`src/rtl/m_tie_strap.sv`:
```
// Strap-loaded tie vector: synchronise/debounce board straps, allow software
// override until locked. Optional parity guard enabled by M_TIE_STRAP_PARITY_EN.
module m_tie_strap #(
    parameter int               WIDTH       = 8,
    parameter logic [WIDTH-1:0] RST_VAL     = {WIDTH{1'b1}},
    parameter int               SYNC_STAGES = 2,
    parameter int               SETTLE_CYC  = 4
) (
    input  logic             clk,
    input  logic             rst_n,
    input  logic [WIDTH-1:0] strap_i,
    input  logic             ovr_valid_i,
    input  logic [WIDTH-1:0] ovr_data_i,
    output logic             ovr_ready_o,
    input  logic             lock_i,
    output logic [WIDTH-1:0] val_o,
    output logic             val_valid_o,
    output logic             locked_o,
    output logic             par_err_o
);

    generate
        if (SYNC_STAGES < 2 || SETTLE_CYC < 1) begin : g_bad_cfg
            $fatal(1, "m_tie_strap: SYNC_STAGES must be >= 2 and SETTLE_CYC >= 1");
        end
    endgenerate

    localparam int                CNT_W      = $clog2(SETTLE_CYC + 1);
    localparam logic [CNT_W-1:0] SETTLE_MAX = CNT_W'(SETTLE_CYC);

    typedef enum logic [1:0] {
        ST_SETTLE = 2'd0,
        ST_ACTIVE = 2'd1,
        ST_LOCKED = 2'd2
    } state_t;

    logic [WIDTH-1:0]       sync_q [SYNC_STAGES];
    logic [SYNC_STAGES-1:0] fill_q;
    logic [WIDTH-1:0]       strap_s;
    logic                   samp_ok;

    state_t           state_q, state_d;
    logic [WIDTH-1:0] val_q, val_d;
    logic [WIDTH-1:0] prev_q, prev_d;
    logic [CNT_W-1:0] cnt_q, cnt_d;
    logic             val_valid_q, val_valid_d;
    logic             ovr_ready_q, ovr_ready_d;
    logic             locked_q, locked_d;
    logic             lock_pend_q, lock_pend_d;

    // fill_q marks when the synchroniser output holds a real strap sample
    always_ff @(posedge clk or negedge rst_n) begin
        if (!rst_n) begin
            for (int i = 0; i < SYNC_STAGES; i++) begin
                sync_q[i] <= '0;
            end
            fill_q <= '0;
        end else begin
            sync_q[0] <= strap_i;
            for (int i = 1; i < SYNC_STAGES; i++) begin
                sync_q[i] <= sync_q[i-1];
            end
            fill_q <= {fill_q[SYNC_STAGES-2:0], 1'b1};
        end
    end

    assign strap_s = sync_q[SYNC_STAGES-1];
    assign samp_ok = fill_q[SYNC_STAGES-1];

    always_ff @(posedge clk or negedge rst_n) begin
        if (!rst_n) begin
            state_q     <= ST_SETTLE;
            val_q       <= RST_VAL;
            prev_q      <= '0;
            cnt_q       <= '0;
            val_valid_q <= 1'b0;
            ovr_ready_q <= 1'b0;
            locked_q    <= 1'b0;
            lock_pend_q <= 1'b0;
        end else begin
            state_q     <= state_d;
            val_q       <= val_d;
            prev_q      <= prev_d;
            cnt_q       <= cnt_d;
            val_valid_q <= val_valid_d;
            ovr_ready_q <= ovr_ready_d;
            locked_q    <= locked_d;
            lock_pend_q <= lock_pend_d;
        end
    end

    always_comb begin
        state_d     = state_q;
        val_d       = val_q;
        prev_d      = prev_q;
        cnt_d       = cnt_q;
        val_valid_d = val_valid_q;
        locked_d    = locked_q;
        lock_pend_d = lock_pend_q;

        case (state_q)
            ST_SETTLE: begin
                if (lock_i) begin
                    lock_pend_d = 1'b1;
                end
                if (samp_ok) begin
                    // cnt_q == 0 means no previous sample exists yet
                    prev_d = strap_s;
                    if (cnt_q != '0 && strap_s == prev_q) begin
                        cnt_d = cnt_q + CNT_W'(1);
                    end else begin
                        cnt_d = CNT_W'(1);
                    end
                    if (cnt_d == SETTLE_MAX) begin
                        val_d       = strap_s;
                        val_valid_d = 1'b1;
                        if (lock_pend_q || lock_i) begin
                            state_d  = ST_LOCKED;
                            locked_d = 1'b1;
                        end else begin
                            state_d = ST_ACTIVE;
                        end
                    end
                end
            end
            ST_ACTIVE: begin
                if (ovr_valid_i && ovr_ready_q) begin
                    val_d = ovr_data_i;
                end
                if (lock_i) begin
                    state_d  = ST_LOCKED;
                    locked_d = 1'b1;
                end
            end
            ST_LOCKED: begin
                state_d = ST_LOCKED;
            end
            default: begin
                state_d = ST_SETTLE;
            end
        endcase

        ovr_ready_d = (state_d == ST_ACTIVE);
    end

    assign val_o       = val_q;
    assign val_valid_o = val_valid_q;
    assign ovr_ready_o = ovr_ready_q;
    assign locked_o    = locked_q;

`ifdef M_TIE_STRAP_PARITY_EN
    logic par_q;
    logic par_err_q;

    // Parity follows only genuine loads; an upset in val_q leaves val_d == val_q
    always_ff @(posedge clk or negedge rst_n) begin
        if (!rst_n) begin
            par_q     <= ^RST_VAL;
            par_err_q <= 1'b0;
        end else begin
            if (val_d != val_q) begin
                par_q <= ^val_d;
            end
            if ((^val_q) != par_q) begin
                par_err_q <= 1'b1;
            end
        end
    end

    assign par_err_o = par_err_q;
`else
    assign par_err_o = 1'b0;
`endif

endmodule
```
`config.mk`:
```
export PLATFORM = sky130hd
export DESIGN_NAME = m_tie_strap
export DESIGN_NICKNAME = d
export VERILOG_FILES = /design/src/rtl/m_tie_strap.sv
export SDC_FILE = /design/constraint.sdc
export NUM_CORES = 1
export LEC_CHECK = 0
export BUFFER_PORTS_ARGS = -buffer_cell sky130_fd_sc_hd__buf_2
export CAP_MARGIN = 20
export CORE_ASPECT_RATIO = 0.6
export CORE_MARGIN = 2
export CORE_UTILIZATION = 54
export DETAILED_ROUTE_END_ITERATION = 12
export PLACE_DENSITY = 0.78
export RECOVER_POWER = 25
export SLEW_MARGIN = 20
export SYNTH_ARGS = -nofsm -noshare
export SYNTH_HDL_FRONTEND = slang
export SYNTH_SLANG_ARGS = --single-unit
```
`constraint.sdc`:
```
create_clock -name clk -period 2.3 [get_ports clk]
set_input_delay 0.23 -clock clk [delete_from_list [all_inputs] [get_ports clk]]
set_output_delay 0.23 -clock clk [all_outputs]
set_load 0.01 [all_outputs]
```
==> results.cfg, run 1 <==
[outcome]
status = finished clean

[routing]
drc = 0
wire_per_inst_um = 14.6
viasPerCell = 4.96
finalWirelength_um = 3200
vias = 1086
drt_pass1_iterations = 4
drtIter0Drc = 75
detail-route-antenna-nets = 0

[clocking]
cts_buffers = 5
clk_pin_slew_ns = 0.08
cts_tree = done
cts_root_buffer = clkbuf_8
htreeDepth = 2
post_cts_buffers = 0
cts-hold-fix-buffers = 0
clk_latency_ns = 0.29
cts_resized = 0
clockBufferDepth = 2
cts.sink_count = 43

[timing]
fin_tns_setup_ns = 0
drv_slew = 0
setup_violations = 0
fmax_mhz = 483
tightest_slew_ns = 0.887
min_period_ns = 2.07
skew_ns = 0.00369
hold_viol = 0
post-route-period-util = 0.900
rsz0062_at_grt = no
slew_headroom = 0.409

[floorplanning]
ios = 32
core_um2 = 2980
die_w_um = 77.6
start_util = 0.588
rows = 15
fp.dieH_um = 48.2
die-area_um2 = 3740

[synth]
seq_area_frac_synth = 0.619
yosys.area.top_type_share = 0.499
synth_top_family_by_area = multiplexers
yosysMostFrequentCell = dfrtp_1
synth.mux.area_fraction = 0.120
synth_edf_count = 0
netlist.top_cell.by_area = dfrtp_1
netlist_area_um2 = 1760
synth_xor_xnor_area_share = 0.0399
synth.net_count = 162
synth_fa_ha_area_frac = 0.0143
ys_ff_latch = 43
ys_top_cells_by_count = 35 x dfrtp_1, 30 x nand2_1
synth-compound-area-share = 0.0570
synth_area_leaders = dfrtp_1 50%, dfstp_2 12%, mux2_4 6.8%
syn_inst = 140
synth-simple-area-share = 0.114
syn_area_per_cell_um2 = 12.5
ys_warn_count = 0
synth_ff_type = dfrtp_1
async_flop_share = 1.00
synth_cell_types = 31

[global_route]
antenna_found_initial = 0
grt_pass1_vias = 1130
grt_max_degree = 44
grt_pass1_wl_um = 5350
grt-ovfl-total = 0
grt_use_total = 0.201

[power]
totalPowerFinal_w = 0.00154
p_leak_nw = 0.990
switching_share = 0.230
p_clk_frac = 0.371
power_density_nw_per_um2 = 749
ir_drop_uv = 407
seqPwrFrac = 0.542
combPwrFrac = 0.087
p_int_w = 0.00119
switchingPower_w = 0.000355

[setup_path]
cp.required_ns = 2.52
r2r_end = val_o[1]$_DFFE_PN1P_
startpoint = cnt_q[0]$_DFFE_PN0P_
critical_path.max_fanout = 8
cp-end-kind = flop
crit_path_end = val_o[1]$_DFFE_PN1P_
start_kind = flop
crit_type = reg -> reg
rr_startpoint = cnt_q[0]$_DFFE_PN0P_
rr_worst_depth = 6
r2r_slack_ns = 0.23
arrival_ns = 2.29

[final_layout]
areaGrowthSynthToFinish_pct = 17.4
nets = 198
antenna_cells = 0
filler_cell_count = 224
multi_input_comb_area_um2 = 613
drive_above_1_share = 0.379
fin_area_um2 = 2060
seq_area_um2 = 1090

[place]
gp_congestion = 0.781
hpwl_um = 2360
numPortBuffers = 30
place_area_um2 = 1950

[job]
max_cap_viol_count = 0

[min_path]
holdCritPathClass = in -> reg
-- metrics by stage --
step / setup slack (ns) / instances / utilization / hold slack, ns
2_1_floorplan: 0.434 / 140 / - / -0.0656
3_3_place_gp: 0.310 / 211 / 0.655 / 0.332
3_5_place_dp: 0.257 / 211 / 0.655 / 0.335
4_1_cts: 0.234 / 219 / 0.691 / 0.0244
6_report: 0.230 / 219 / 0.691 / 0.0366
5_1_grt: 0.0502 / 219 / 0.691 / 0.0194
-- cells by family (layout without fill, tap and decap cells) --
logic type	count (synthesis)	after routing
flops	43	43
mux	16	16
compound gates	14	14
xor+xnor	8	8
simple gates	43	43
other cells	2	2
fa+ha+maj	2	2
buf+inv	12	49
-- layout make-up --
class                      instances  area share
tap                               42      0.0255
timing repair buffer              33      0.0838
sequential                        43       0.527
multi-input combinational         85       0.298
inverter                           8      0.0146
clock inverter                     1      0.0146
clock buffer                       7      0.0370
-- state kept, by name, summed over array words and instances (netlist names) --
register,flops
fill_q,2
val_o,8
strap_s,8
ovr_ready_o,1
val_valid_o,1
cnt_q,3
locked_o,1
sync_q,8
lock_pend_q,1
prev_q,8
state_q,2
-- layout by cell type, fill, tap and decap left out, types with 2 or more instances in the layout --
master and n:
conb_1 2, nor2_1 3, o21ai_0 4, inv_1 8, mux2_4 8, ha_1 2, clkbuf_8 5, mux2_2 8
buf_4 3, nand3_1 3, dfstp_2 8, nand2_1 30, a21oi_1 2, clkbuf_1 2, o31ai_1 2, dfrtp_1 35
xnor2_1 7, buf_2 30
-- critical path: stages (launching register included) --
cell,delay (ns)
dfrtp_1,0.41
inv_1,0.06
ha_1,0.31
nor3_1,0.29
and2_1,0.22
a32o_2,0.37
mux2_4,0.34
-- power groups by stage --
stage               Sequential (W)  Combinational, W  Clock (W)
floorplan                 0.000843         0.0000853          0
global placement          0.000847          0.000128          0
detailed placement        0.000851          0.000135          0
CTS                       0.000837          0.000136   0.000583
global route              0.000842          0.000152   0.000619
finish                    0.000837          0.000134   0.000572
-- metal layers --
metal / vias up / global-route usage / wire (µm)
li1: 530 / - / -
met1: 520 / 0.259 / 1520
met3: 2 / 0.0667 / 188
met2: 34 / 0.334 / 1460
met4: 0 / 0.0750 / 26
met5: - / 0 / 0
-- worst min path at each step --
stage                               from              endpoint  slack, ns  cells after the start
floorplan                          rst_n  cnt_q[0]$_DFFE_PN0P_      -0.07                      0
CTS                           strap_i[5]  sync_q[13]$_DFF_PN0_       0.02                      1
global route                  strap_i[0]   sync_q[8]$_DFF_PN0_       0.02                      1
global placement    sync_q[10]$_DFF_PN0_  strap_s[2]$_DFF_PN0_       0.33                      0
detailed placement   fill_q[0]$_DFF_PN0_   fill_q[1]$_DFF_PN0_       0.33                      0
finish                        strap_i[5]  sync_q[13]$_DFF_PN0_       0.04                      1
Note: power is estimated with default switching activity, not from simulation.
==> inputs of run 2 (changes only) <==
==> constraint.sdc (replaced) <==
create_clock -name clk -period 2.2 [get_ports clk]
set_input_delay 0.22 -clock clk [delete_from_list [all_inputs] [get_ports clk]]
set_output_delay 0.22 -clock clk [all_outputs]
set_load 0.01 [all_outputs]
==> run 2 against run 1 <==
Net effect: wire length is 1.0% lower; utilization is 0.34 points higher; worst setup slack worse by 0.056 ns; count of clock-buffer cells in the layout stayed put; largest power group unchanged; sequential power is 4.8% higher; clock power is 2% higher; via count is 1.9% higher; worst hold slack worse by 0.0047 ns; first-iteration DRC count is 2.7% higher; critical path depth stayed put.
==> results.cfg, run 2 (synthesis results as in run 1) <==
[outcome]
status = finished clean

[timing]
fin_hold_ws_ns = 0.0320
skew_ns = 0.00255
slew_headroom = 0.408
fin_tns_setup_ns = 0
tightest_slew_ns = 0.888
drv_slew = 0
hold_viol = 0
setup_violations = 0
post-route-period-util = 0.921
min_period_ns = 2.03
fmax_mhz = 494
rsz0062_at_grt = no

[power]
totalPowerFinal_w = 0.00160
ir_drop_uv = 441
power_density_nw_per_um2 = 774
p_leak_nw = 0.987

[final_layout]
most-common-layout-cells = 35 x dfrtp_1, 30 x nand2_1, 30 x buf_2
final_common_cell = dfrtp_1
nets = 198
drive_above_1_share = 0.379
antenna_cells = 0
areaGrowthSynthToFinish_pct = 18.0

[setup_path]
rr_startpoint = cnt_q[0]$_DFFE_PN0P_
rr_worst_depth = 6
cp.required_ns = 2.42
r2r_slack_ns = 0.17
cp-end-kind = flop
start_kind = flop
critical_path.max_fanout = 8
arrival_ns = 2.24
r2r_end = val_o[5]$_DFFE_PN1P_
crit_type = reg -> reg

[place]
gp_congestion = 0.781
numPortBuffers = 30
hpwl_um = 2360

[clocking]
cts-hold-fix-buffers = 0
cts_tree = done
clockBufferDepth = 2
clk_pin_slew_ns = 0.07
cts.sink_count = 43
cts_root_buffer = clkbuf_8
clk_latency_ns = 0.29
htreeDepth = 2
cts_buffers = 5

[floorplanning]
ios = 32
core_um2 = 2980
die-area_um2 = 3740
die_w_um = 77.6
rows = 15
fp.dieH_um = 48.2
start_util = 0.588

[global_route]
antenna_found_initial = 0
grt_pass1_wl_um = 5420
grt_use_total = 0.199
grt-ovfl-total = 0
grt_pass1_vias = 1145
grt_max_degree = 44

[routing]
vias = 1107
drc = 0
finalWirelength_um = 3160
wire_per_inst_um = 14.4
drt_pass1_iterations = 4
viasPerCell = 5.05
drtIter0Drc = 77
detail-route-antenna-nets = 0

[min_path]
hold_depth = 1
min_to = sync_q[13]$_DFF_PN0_
holdCritPathClass = in -> reg
hold_path.startpoint = strap_i[5]

[job]
max_cap_viol_count = 0
## run 2: cell count changes in the layout (fill, tap and decap cells not counted)
| cell | delta |
|---|---|
| a32o_2 | -1 |
| a32o_4 | +1 |
## run 2: power breakdown
part / internal [W] / total [W] / switching [W]
Clock: 0.000339 / 0.000586 / 0.000247
Sequential: 0.000840 / 0.000877 / 0.0000363
Combinational: 0.0000619 / 0.000139 / 0.0000772
Total: 0.00124 / 0.00160 / 0.000360
## run 2: final cells by class
| cell class | count | area, µm² |
|---|---|---|
| clock buffer | 7 | 76.3 |
| clock inverter | 1 | 30.0 |
| fill | 218 | 913 |
| inverter | 8 | 30.0 |
| multi-input combinational | 85 | 623 |
| sequential | 43 | 1090 |
| tap | 42 | 52.6 |
| timing repair buffer | 33 | 173 |
## run 2: worst max-delay path, stage by stage (launching register included)
cell     delay (ns)
dfrtp_1        0.41
inv_1          0.06
ha_1           0.31
nor3_1         0.33
and2_1         0.24
a32o_4         0.27
mux2_4         0.32
## run 2: metal layers
metal	GRT usage	share of wire	vias up
li1	-	-	526
met1	0.274	0.48	543
met2	0.324	0.47	33
met3	0.0500	0.048	5
met4	0.0643	0.0070	0
met5	0	0	-
## run 2: worst max-delay path by stage
stage / depth (start not counted) / slack [ns] / startpoint / endpoint
after detailed placement: 6 / 0.12 / cnt_q[0]$_DFFE_PN0P_ / val_o[1]$_DFFE_PN1P_
after global placement: 6 / 0.21 / cnt_q[0]$_DFFE_PN0P_ / val_o[5]$_DFFE_PN1P_
after global routing: 6 / 0.05 / cnt_q[0]$_DFFE_PN0P_ / val_o[5]$_DFFE_PN1P_
after CTS: 6 / 0.10 / cnt_q[0]$_DFFE_PN0P_ / val_o[1]$_DFFE_PN1P_
final: 6 / 0.17 / cnt_q[0]$_DFFE_PN0P_ / val_o[5]$_DFFE_PN1P_
after floorplan: 8 / 0.33 / cnt_q[0]$_DFFE_PN0P_ / val_o[0]$_DFFE_PN1P_
## run 2: per-stage QoR
stage          instance area, µm²  setup WS [ns]  utilization  cells
5_1_grt                      2070         0.0512        0.694    219
2_1_floorplan                1760          0.334            -    140
3_5_place_dp                 1950          0.120        0.655    211
3_3_place_gp                 1950          0.210        0.655    211
4_1_cts                      2060          0.103        0.691    219
6_report                     2070          0.174        0.694    219
## run 2: what timing repair did
item                                   CTS  global route
setup buffers                            0             0
resized for setup                        0             1
endpoints found under the hold margin    0             0
setup endpoints to repair                0             8
